### src/rtl/fifo_axis_drain_if.sv
// Bus bundle between the trace-FIFO drain and its neighbours: the upstream FIFO
// read port plus the outgoing AXI4-Stream master channel.
interface fifo_axis_drain_if #(
   parameter int DATA_WIDTH = 32,
   parameter int FIFO_DEPTH = 8
);
   localparam int CW = $clog2(FIFO_DEPTH) + 1;

   // upstream FIFO read port
   logic                  fifo_rd_en;
   logic [DATA_WIDTH-1:0] fifo_rd_data;
   logic                  fifo_empty;
   logic [CW-1:0]         fifo_counter;

   // AXI4-Stream toward the DMA engine
   logic [DATA_WIDTH-1:0] m_axis_tdata;
   logic                  m_axis_tvalid;
   logic                  m_axis_tready;
   logic                  m_axis_tlast;

   modport master (
      output fifo_rd_en,
      input  fifo_rd_data,
      input  fifo_empty,
      input  fifo_counter,
      output m_axis_tdata,
      output m_axis_tvalid,
      output m_axis_tlast,
      input  m_axis_tready
   );

   modport slave (
      input  fifo_rd_en,
      output fifo_rd_data,
      output fifo_empty,
      output fifo_counter,
      input  m_axis_tdata,
      input  m_axis_tvalid,
      input  m_axis_tlast,
      output m_axis_tready
   );
endinterface

### src/rtl/fifo_axis_drain.sv
// Drains the trace FIFO into fixed-length AXI4-Stream packets; a flush request
// sends whatever is buffered as one short packet.
module fifo_axis_drain #(
   parameter int DATA_WIDTH = 32,
   parameter int FIFO_DEPTH = 8,
   parameter int PACKET_LEN = 8
) (
   input  logic                  clk,
   input  logic                  rst,
   fifo_axis_drain_if.master     bus,
   input  logic                  flush,
   output logic                  busy,
   output logic [31:0]           packet_count
);
   localparam int            CW      = $clog2(FIFO_DEPTH) + 1;
   localparam logic [CW-1:0] PKT_LEN = CW'(PACKET_LEN);

   typedef enum logic {IDLE, STREAM} state_t;

   typedef struct packed {
      logic                  last;
      logic [DATA_WIDTH-1:0] data;
   } beat_t;

   state_t        state, state_n;
   logic [CW-1:0] reads_left, reads_left_n;
   logic          flush_pending, flush_pending_n, flush_clear;
   logic          inflight, inflight_last;
   logic [1:0]    occ;
   logic          rd_ptr, wr_ptr;
   beat_t         buf_mem [2];

   beat_t         incoming, head;
   logic [1:0]    visible;
   logic [2:0]    after_pop;
   logic          rd_en, pop, last_pop, tvalid;

   // The word returning from the FIFO counts as buffered in the cycle it lands,
   // so the stream sees it one cycle earlier than a stored copy would allow.
   // The read gate keeps occ <= 1 whenever a read is in flight.
   always_comb begin
      incoming = '{last: inflight_last, data: bus.fifo_rd_data};
      head     = (occ != 2'd0) ? buf_mem[rd_ptr] : incoming;
      visible  = occ + {1'b0, inflight};
   end

   assign tvalid   = (visible != 2'd0);
   assign pop      = tvalid && bus.m_axis_tready;
   assign last_pop = pop && head.last;

   assign bus.m_axis_tvalid = tvalid;
   assign bus.m_axis_tdata  = tvalid ? head.data : '0;
   assign bus.m_axis_tlast  = tvalid && head.last;
   assign bus.fifo_rd_en    = rd_en;
   assign busy              = (state == STREAM);

   // NOTE: every variable driven here gets a default first, so no path leaves
   // one unassigned and no latch is inferred.
   always_comb begin
      state_n      = state;
      reads_left_n = reads_left;
      flush_clear  = 1'b0;
      rd_en        = 1'b0;
      after_pop    = {1'b0, visible} - {2'b00, pop};

      case (state)
         IDLE: begin
            if (bus.fifo_counter >= PKT_LEN) begin
               reads_left_n = PKT_LEN;
               state_n      = STREAM;
            end else if (flush_pending && bus.fifo_counter != '0) begin
               reads_left_n = bus.fifo_counter;
               flush_clear  = 1'b1;
               state_n      = STREAM;
            end else if (flush_pending) begin
               flush_clear  = 1'b1;
            end
         end
         STREAM: begin
            rd_en = !rst && (reads_left != '0) && !bus.fifo_empty && (after_pop < 3'd2);
            if (rd_en) reads_left_n = reads_left - CW'(1);
            if (last_pop) state_n = IDLE;
         end
         default: state_n = IDLE;
      endcase

      // A flush landing in the cycle the pending flag is consumed survives.
      flush_pending_n = (flush_pending && !flush_clear) || flush;
   end

   // NOTE: state registers use non-blocking assignments so every flop samples
   // the pre-edge values regardless of process ordering.
   always_ff @(posedge clk) begin
      if (rst) begin
         state         <= IDLE;
         reads_left    <= '0;
         flush_pending <= 1'b0;
         inflight      <= 1'b0;
         inflight_last <= 1'b0;
         occ           <= 2'd0;
         rd_ptr        <= 1'b0;
         wr_ptr        <= 1'b0;
         packet_count  <= 32'd0;
      end else begin
         state         <= state_n;
         reads_left    <= reads_left_n;
         flush_pending <= flush_pending_n;
         inflight      <= rd_en;
         inflight_last <= rd_en && (reads_left == CW'(1));
         occ           <= after_pop[1:0];
         if (inflight) wr_ptr <= ~wr_ptr;
         if (pop)      rd_ptr <= ~rd_ptr;
         if (last_pop) packet_count <= packet_count + 32'd1;
      end
   end

   // NOTE: buffer storage carries no reset; occ and the pointers are reset and
   // tdata/tlast are masked by tvalid, so stale contents are never visible.
   always_ff @(posedge clk) begin
      if (inflight) buf_mem[wr_ptr] <= incoming;
   end
endmodule

### src/flat_wrapper.sv
// flat-port wrapper written by rule: the top's interface ports become plain ports
module fifo_axis_drain_flat 
#(
   parameter int DATA_WIDTH = 32,
   parameter int FIFO_DEPTH = 8,
   parameter int PACKET_LEN = 8
)
  (clk, rst, flush, busy, packet_count, bus_fifo_rd_en, bus_fifo_rd_data, bus_fifo_empty, bus_fifo_counter, bus_m_axis_tdata, bus_m_axis_tvalid, bus_m_axis_tlast, bus_m_axis_tready);
  fifo_axis_drain_if #(.DATA_WIDTH(DATA_WIDTH), .FIFO_DEPTH(FIFO_DEPTH)) bus_i ();
  input  logic clk;
  input  logic rst;
  input  logic flush;
  output logic busy;
  output logic [31:0] packet_count;
  output wire logic [$bits(bus_i.fifo_rd_en)-1:0] bus_fifo_rd_en;
  input wire logic [$bits(bus_i.fifo_rd_data)-1:0] bus_fifo_rd_data;
  input wire logic [$bits(bus_i.fifo_empty)-1:0] bus_fifo_empty;
  input wire logic [$bits(bus_i.fifo_counter)-1:0] bus_fifo_counter;
  output wire logic [$bits(bus_i.m_axis_tdata)-1:0] bus_m_axis_tdata;
  output wire logic [$bits(bus_i.m_axis_tvalid)-1:0] bus_m_axis_tvalid;
  output wire logic [$bits(bus_i.m_axis_tlast)-1:0] bus_m_axis_tlast;
  input wire logic [$bits(bus_i.m_axis_tready)-1:0] bus_m_axis_tready;
  assign bus_fifo_rd_en = bus_i.fifo_rd_en;
  assign bus_i.fifo_rd_data = bus_fifo_rd_data;
  assign bus_i.fifo_empty = bus_fifo_empty;
  assign bus_i.fifo_counter = bus_fifo_counter;
  assign bus_m_axis_tdata = bus_i.m_axis_tdata;
  assign bus_m_axis_tvalid = bus_i.m_axis_tvalid;
  assign bus_m_axis_tlast = bus_i.m_axis_tlast;
  assign bus_i.m_axis_tready = bus_m_axis_tready;
  fifo_axis_drain #(.DATA_WIDTH(DATA_WIDTH), .FIFO_DEPTH(FIFO_DEPTH), .PACKET_LEN(PACKET_LEN)) u_core (.clk(clk), .rst(rst), .bus(bus_i), .flush(flush), .busy(busy), .packet_count(packet_count));
endmodule
### config.mk
export PLATFORM = sky130hd
export DESIGN_NAME = fifo_axis_drain_flat
export DESIGN_NICKNAME = d
export VERILOG_FILES = /design/src/rtl/fifo_axis_drain_if.sv /design/src/rtl/fifo_axis_drain.sv /design/src/flat_wrapper.sv
export SDC_FILE = /design/constraint.sdc
export NUM_CORES = 1
export LEC_CHECK = 0
export ABC_AREA = 1
export CORE_UTILIZATION = 52
export CTS_CLUSTER_DIAMETER = 40
export DETAILED_ROUTE_END_ITERATION = 6
export GPL_ROUTABILITY_DRIVEN = 0
export PLACE_DENSITY = 0.85
export SYNTH_ARGS = -nofsm -noshare
export SYNTH_HDL_FRONTEND = slang
export SYNTH_SLANG_ARGS = --single-unit
### constraint.sdc
create_clock -name clk -period 3.2 [get_ports clk]
set_input_delay 0.32 -clock clk [delete_from_list [all_inputs] [get_ports clk]]
set_output_delay 0.32 -clock clk [all_outputs]
set_load 0.01 [all_outputs]
==> impl_metrics.ini <==
[run_status]
run_status = complete, no violations

[global_routing]
grt_pass1_vias = 4267
grt_use_total = 0.235
wire_length_of_the_first_global_routing_pass_um = 19200
grt_remaining_overflow = 0
grt_max_degree = 51
number_of_antenna_violations_at_the_first_check_in_global_routing = 0

[sta]
slew_headroom = 0.369
max_freq_mhz = 339
finalSetupViolCount = 0
timing_worst_slew_pin_value_ns = 0.944
final_hold_vios = 0
layout_min_cycle_time_ns = 2.95
period_share = 0.921
finClkSkew_ns = 0.0139
drv_slew = 0
rsz0062_at_grt = no
timing.setup.tns_ns = 0

[flow_run]
timing.max_cap.violations = 0

[finish]
drive_above_1_share = 0.0595
antenna-diode-count = 0
area_growth_syn_to_layout_pct = 26.1
final_util = 0.681
number_of_nets_in_the_layout = 780

[critical_path]
worst_reg2reg_endpoint = u_core.packet_count[9]$_SDFFE_PP0P_
worst_path_arrival_ns = 2.63
timing.critical_path.required_ns = 2.88
setup.worst_path.start_class = flip-flop
critical_path.reg2reg.startpoint = u_core.inflight$_SDFF_PP0_
path_buf_inv = 4
critPathTopFamily = buffers and inverters
critical-path-max-stage-delay_ns = 0.52
path_cells = ha_1 > inv_1 > nand2_1 > nand3_2 > nand2_1 > inv_1 > ha_1 > nand3b_1 > nand2_1 > nand2_1 > inv_1 > clkdlybuf4s50_1
r2r.worst_path.cells = 9
flop2flop_setup_slack_ns = 1.04
critPathMaxFanout = 5
cp_slowest_cell = clkdlybuf4s50_1
cp_capture_type = output port
crit_top_cell = nand2_1
critical_path_class = flip-flop to output port

[route]
routed_wl_um = 12200
routedWlPerCell_um = 13.9
drt_drc_violations_left = 0
drt.antenna.violating_nets = 0
detailedRoute.firstPassIterationCount = 4
vias_per_cell = 5.31
drt-initial-drc-count = 189
via_count = 4629

[yosys]
mappedNetlistArea_um2 = 5330
synth.yosys.warnings = 0
syn_avg_cell_area_um2 = 8.37
synth-seq-cells = 111
synth_seq_area_share = 0.541
syn_inst = 637
synth_cell_type_count = 31
syn-num-nets = 683

[die]
design.core.area_um2 = 9860
initial_core_util = 0.540
die_area_um2 = 10700
ios = 109
die_h_um = 103
chipWidth_um = 103
std_cell_rows = 36

[power_and_ir_drop]
cell_internal_power_mw = 2.78
maximum_ir_drop_on_the_vdd_rail_v = 0.000310
clock_power_share = 0.224
switching_share = 0.350
switchingPower_mw = 1.50
pwr_density_cell_nw_per_um2 = 636
combinationalPowerShare = 0.400
p_leak_nw = 2.50
share_seq_of_total_power = 0.376

[clock_tree]
clk_pin_slew_ns = 0.11
cts_hold_repair.buffers = 0
post-cts-setup-buffers = 0
h-tree-depth = 3
worstSkewPairLatency_ns = 0.37
total_cts_buffers = 9
clock_sinks = 111
clk_root_buffer_cell = clkbuf_8
tritoncts = built
cts_repair_resize_count = 0
cts.path.max_buffers = 2

[hold_path]
whs_path_depth = 1
hold_path_startpoint = u_core.rd_ptr$_SDFFE_PP0N_
holdCritPathClass = flip-flop to flip-flop
min_delay_worst_endpoint = u_core.rd_ptr$_SDFFE_PP0N_

[place]
portBuffers = 108
place.detailed.hpwl_um = 8150
-- flip-flops by register name, summed over array words and instances (netlist names), named ones only --
name / count
u_core.buf_mem: 66
u_core.packet_count: 32
u_core.reads_left: 4
u_core.occ: 2
u_core.busy: 1
u_core.flush_pending: 1
u_core.inflight: 1
u_core.inflight_last: 1
u_core.rd_ptr: 1
u_core.wr_ptr: 1
-- how the worst max path moves through the flow --
stage,from,endpoint,cells past startpoint
6_report,u_core.inflight$_SDFF_PP0_,bus_fifo_rd_en,12
5_1_grt,u_core.inflight$_SDFF_PP0_,bus_fifo_rd_en,12
4_1_cts,u_core.inflight$_SDFF_PP0_,bus_fifo_rd_en,12
3_5_place_dp,u_core.inflight$_SDFF_PP0_,bus_fifo_rd_en,12
3_3_place_gp,bus_m_axis_tready,bus_fifo_rd_en,9
2_1_floorplan,u_core.inflight$_SDFF_PP0_,u_core.buf_mem[0][0]$_DFFE_PP_,2
-- cells in the mapped netlist --
| master | number | area, um2 |
|---|---|---|
| a21oi_1 | 21 | 105 |
| nor2_2 | 3 | 18.8 |
| nand2_4 | 1 | 11.3 |
| ha_1 | 5 | 62.6 |
| xor2_1 | 2 | 17.5 |
| nand2_2 | 2 | 12.5 |
| xnor2_1 | 2 | 17.5 |
| nand3_2 | 3 | 30.0 |
| or2_2 | 1 | 6.26 |
| clkbuf_1 | 18 | 67.6 |
| nor2_8 | 1 | 20.0 |
| edfxtp_1 | 66 | 1980 |
| buf_4 | 3 | 22.5 |
| buf_6 | 4 | 45.0 |
| nor3_1 | 1 | 5.00 |
| nand4_1 | 19 | 119 |
| buf_2 | 3 | 15.0 |
| inv_2 | 4 | 15.0 |
| o21bai_1 | 2 | 15.0 |
| a31oi_1 | 33 | 206 |
| dfxtp_1 | 45 | 901 |
| nand2_1 | 179 | 672 |
| buf_1 | 1 | 3.75 |
| nor2_1 | 71 | 267 |
| inv_1 | 66 | 248 |
| nor2_4 | 5 | 56.3 |
| o21ai_1 | 2 | 10.0 |
| nand3_1 | 30 | 150 |
| o22ai_1 | 2 | 12.5 |
| nand3b_1 | 2 | 15.0 |
| o21ai_0 | 40 | 200 |
-- power by group through the flow --
stage          Clock, mW  Combinational [mW]  Sequential (mW)
4_1_cts            0.979                1.72             1.60
3_5_place_dp           0                1.72             1.64
6_report           0.959                1.71             1.60
5_1_grt             1.03                1.88             1.61
3_3_place_gp           0                1.65             1.63
2_1_floorplan          0               0.950             1.63
-- stage by stage --
stage	instance area, um2	instances	setup WS [ns]	total power, mW	hold slack (ns)
after floorplan	5330	637	0.980	2.58	0.389
after global placement	6480	856	0.791	3.28	0.442
after detailed placement	6480	856	0.680	3.35	0.449
after CTS	6720	872	0.237	4.30	0.471
final	6720	872	0.254	4.27	0.472
after global routing	6720	872	0.0318	4.52	0.493
-- placed cells by master, fill, tap and decap left out --
cell / synthesis / final
clkbuf_8: 0 / 9
o21ai_1: 2 / 2
nor2_1: 71 / 70
buf_4: 3 / 7
o21bai_1: 2 / 2
ha_1: 5 / 5
a31oi_1: 33 / 33
inv_1: 66 / 66
nor2_8: 1 / 1
dfxtp_1: 45 / 45
inv_6: 0 / 1
nand2_2: 2 / 2
clkinv_4: 0 / 1
inv_2: 4 / 4
bufinv_16: 0 / 2
nand3b_1: 2 / 2
a21oi_1: 21 / 21
nand2_1: 179 / 179
o21ai_0: 40 / 40
edfxtp_1: 66 / 66
nand3_2: 3 / 3
xnor2_1: 2 / 2
nand3_1: 30 / 30
nor3_1: 1 / 1
or2_2: 1 / 1
nand2_4: 1 / 1
clkdlybuf4s50_1: 0 / 108
inv_8: 0 / 3
nor2_2: 3 / 3
o22ai_1: 2 / 2
xor2_1: 2 / 2
nor2_4: 5 / 6
nand4_1: 19 / 19
-- cell families after synthesis --
group,count (synthesis),synth area share
flops,111,0.541
fa+ha+maj,5,0.0117
simple gates,318,0.259
xor+xnor,4,0.00658
buf+inv,99,0.0782
compound gates,100,0.103
-- layout make-up --
type / count / area [um2]
Clock buffer: 9 / 124
Clock inverter: 7 / 111
Fill cell: 786 / 3150
Inverter: 70 / 263
Multi-Input combinational cell: 427 / 2040
Sequential cell: 111 / 2880
Tap cell: 133 / 166
Timing Repair Buffer: 115 / 1130
-- per-layer routing --
metal  vias up  part of all wire  global-route usage
li1       2307                 -                   -
met1      2168              0.45               0.287
met2       137              0.48               0.417
met3        17             0.056              0.0390
met4         0             0.015              0.0899
met5         -                 0                   0
Power figures use the tool's default switching activity.
==> variant, RTL diff (config.mk and constraints unchanged) <==
`PACKET_LEN` is set to 8 in 2 places; all go to 4.
--- a/src/rtl/fifo_axis_drain.sv
+++ b/src/rtl/fifo_axis_drain.sv
@@ -3,7 +3,7 @@
 module fifo_axis_drain #(
    parameter int DATA_WIDTH = 32,
    parameter int FIFO_DEPTH = 8,
-   parameter int PACKET_LEN = 8
+   parameter int PACKET_LEN = 4
 ) (
    input  logic                  clk,
    input  logic                  rst,
--- a/src/flat_wrapper.sv
+++ b/src/flat_wrapper.sv
@@ -3,7 +3,7 @@
 #(
    parameter int DATA_WIDTH = 32,
    parameter int FIFO_DEPTH = 8,
-   parameter int PACKET_LEN = 8
+   parameter int PACKET_LEN = 4
 )
   (clk, rst, flush, busy, packet_count, bus_fifo_rd_en, bus_fifo_rd_data, bus_fifo_empty, bus_fifo_counter, bus_m_axis_tdata, bus_m_axis_tvalid, bus_m_axis_tlast, bus_m_axis_tready);
   fifo_axis_drain_if #(.DATA_WIDTH(DATA_WIDTH), .FIFO_DEPTH(FIFO_DEPTH)) bus_i ();
Function: changed (Yosys sat finds a counterexample within 4 cycles, from zero or initial values and one cycle with rst high).
==> variant against the original RTL <==
Sequential cell count did not move; cell area fell by 1.3%; wire length rose by 0.83%; area after synthesis fell by 1.2%; via count rose by 0.41%; sequential power barely moved; total power fell by 4.5%; setup slack got worse by 0.074 ns; highest routed layer unchanged.
==> variant: results (changes against the original RTL) <==
finish:
  buf_share_pct: 17.1  # +0.23 points
  nNonClkInverters: 56  # -20%
  buffers: 115  # unchanged
  drive_above_1_share_pct: 5.80  # -0.15 points
  clkbuf_count: 10  # +1
  instances_no_fill: 857  # -1.7%
  regArea_um2: 2880  # about the same
  multi_input_area_share_pct: 30.8  # +0.45 points
  clk_share_pct: 2.93  # -0.58 points
  nFillCells: 767  # -2.4%
  layout.nets: 765  # -1.9%
placement:
  place_hpwl_um: 8300  # +1.8%
  pre_cts_ws_ns: 0.576  # -0.104 ns
  place_area_um2: 6430  # -0.77%
sta:
  fin_crit_ns: 3.02  # +0.0744 ns
  finClkSkew_ns: 0.00821  # -0.00567 ns
  max-slew-margin-rel_pct: 36.3  # -0.66 points
  hold-worst-slack_ns: 0.473  # +0.00147 ns
worst_setup_path:
  crit_start: "u_core.occ[0]"
  reg2regPathDepth: 12  # +3
  rr_endpoint: "u_core.reads_left[2]"
  cp_max_fo: 7  # +2
  r2r-start: "u_core.occ[0]"
  cp.arrival_ns: 2.70  # +0.07 ns
worst_hold_path:
  min-delay-start: "u_core.inflight_last"
  min_path_cells: 0  # -1
  hold_path_end: "u_core.buf_mem[1][32]"
floorplan:
  die-area_um2: 10500  # -1.2%
grt:
  gr-usage-all-layers_pct: 23.2  # -0.26 points
  grt_first_pass_wirelength_um: 19100  # -0.65%
logic_synthesis:
  syn_nets: 667  # -2.3%
  syn_inst: 621  # -2.5%
  synth_fa_ha_area_share_pct: 1.19  # +0.014 points
  ys_seq_area_share_pct: 54.8  # +0.66 points
  synth.distinct_cells: 28  # -9.7%
  synth.mux.area_fraction_pct: 0  # unchanged
  synthTopCellsByCount: "nand2_1 (184), nor2_1 (67), edfxtp_1 (66)"
outcome:
  status: "finished, final reports clean"
detailed_routing:
  firstDrtPassIters: 7  # +3
  vias: 4648  # +0.41%
  route.detailed.wl_per_inst_um: 14.3  # +2.6%
power:
  clockPowerShare_pct: 20.6  # -1.8 points
  p_switching_uw: 1440  # -4.0%
  peakVddDrop_mv: 0.357  # +15%
  power_density_nw_per_um2: 616  # -3.2%
  finalPower_uw: 4080  # -4.5%
clock_tree:
  cts_buffers: 9  # unchanged
==> variant: cell types whose count changed after synthesis, moves of 2 or more <==
| cell | change |
|---|---|
| nand2_1 | +5 |
| a21oi_1 | -3 |
| inv_2 | -3 |
| o22ai_1 | -2 |
| o21ai_1 | -2 |
| nor2_4 | -2 |
| a21oi_2 | +3 |
| nor2_1 | -4 |
| inv_1 | -11 |
| nand3_1 | +3 |
==> variant: per-layer routing <==
layer | up-vias | GRT usage (%) | share of wire (%) | wire length [µm]
met5 | - | 0 | 0 | 0
met4 | 0 | 8.79 | 1.3 | 162
met3 | 14 | 3.93 | 7.0 | 857
met2 | 173 | 41.2 | 49 | 6070
met1 | 2188 | 28.3 | 42 | 5170
li1 | 2273 | - | - | -
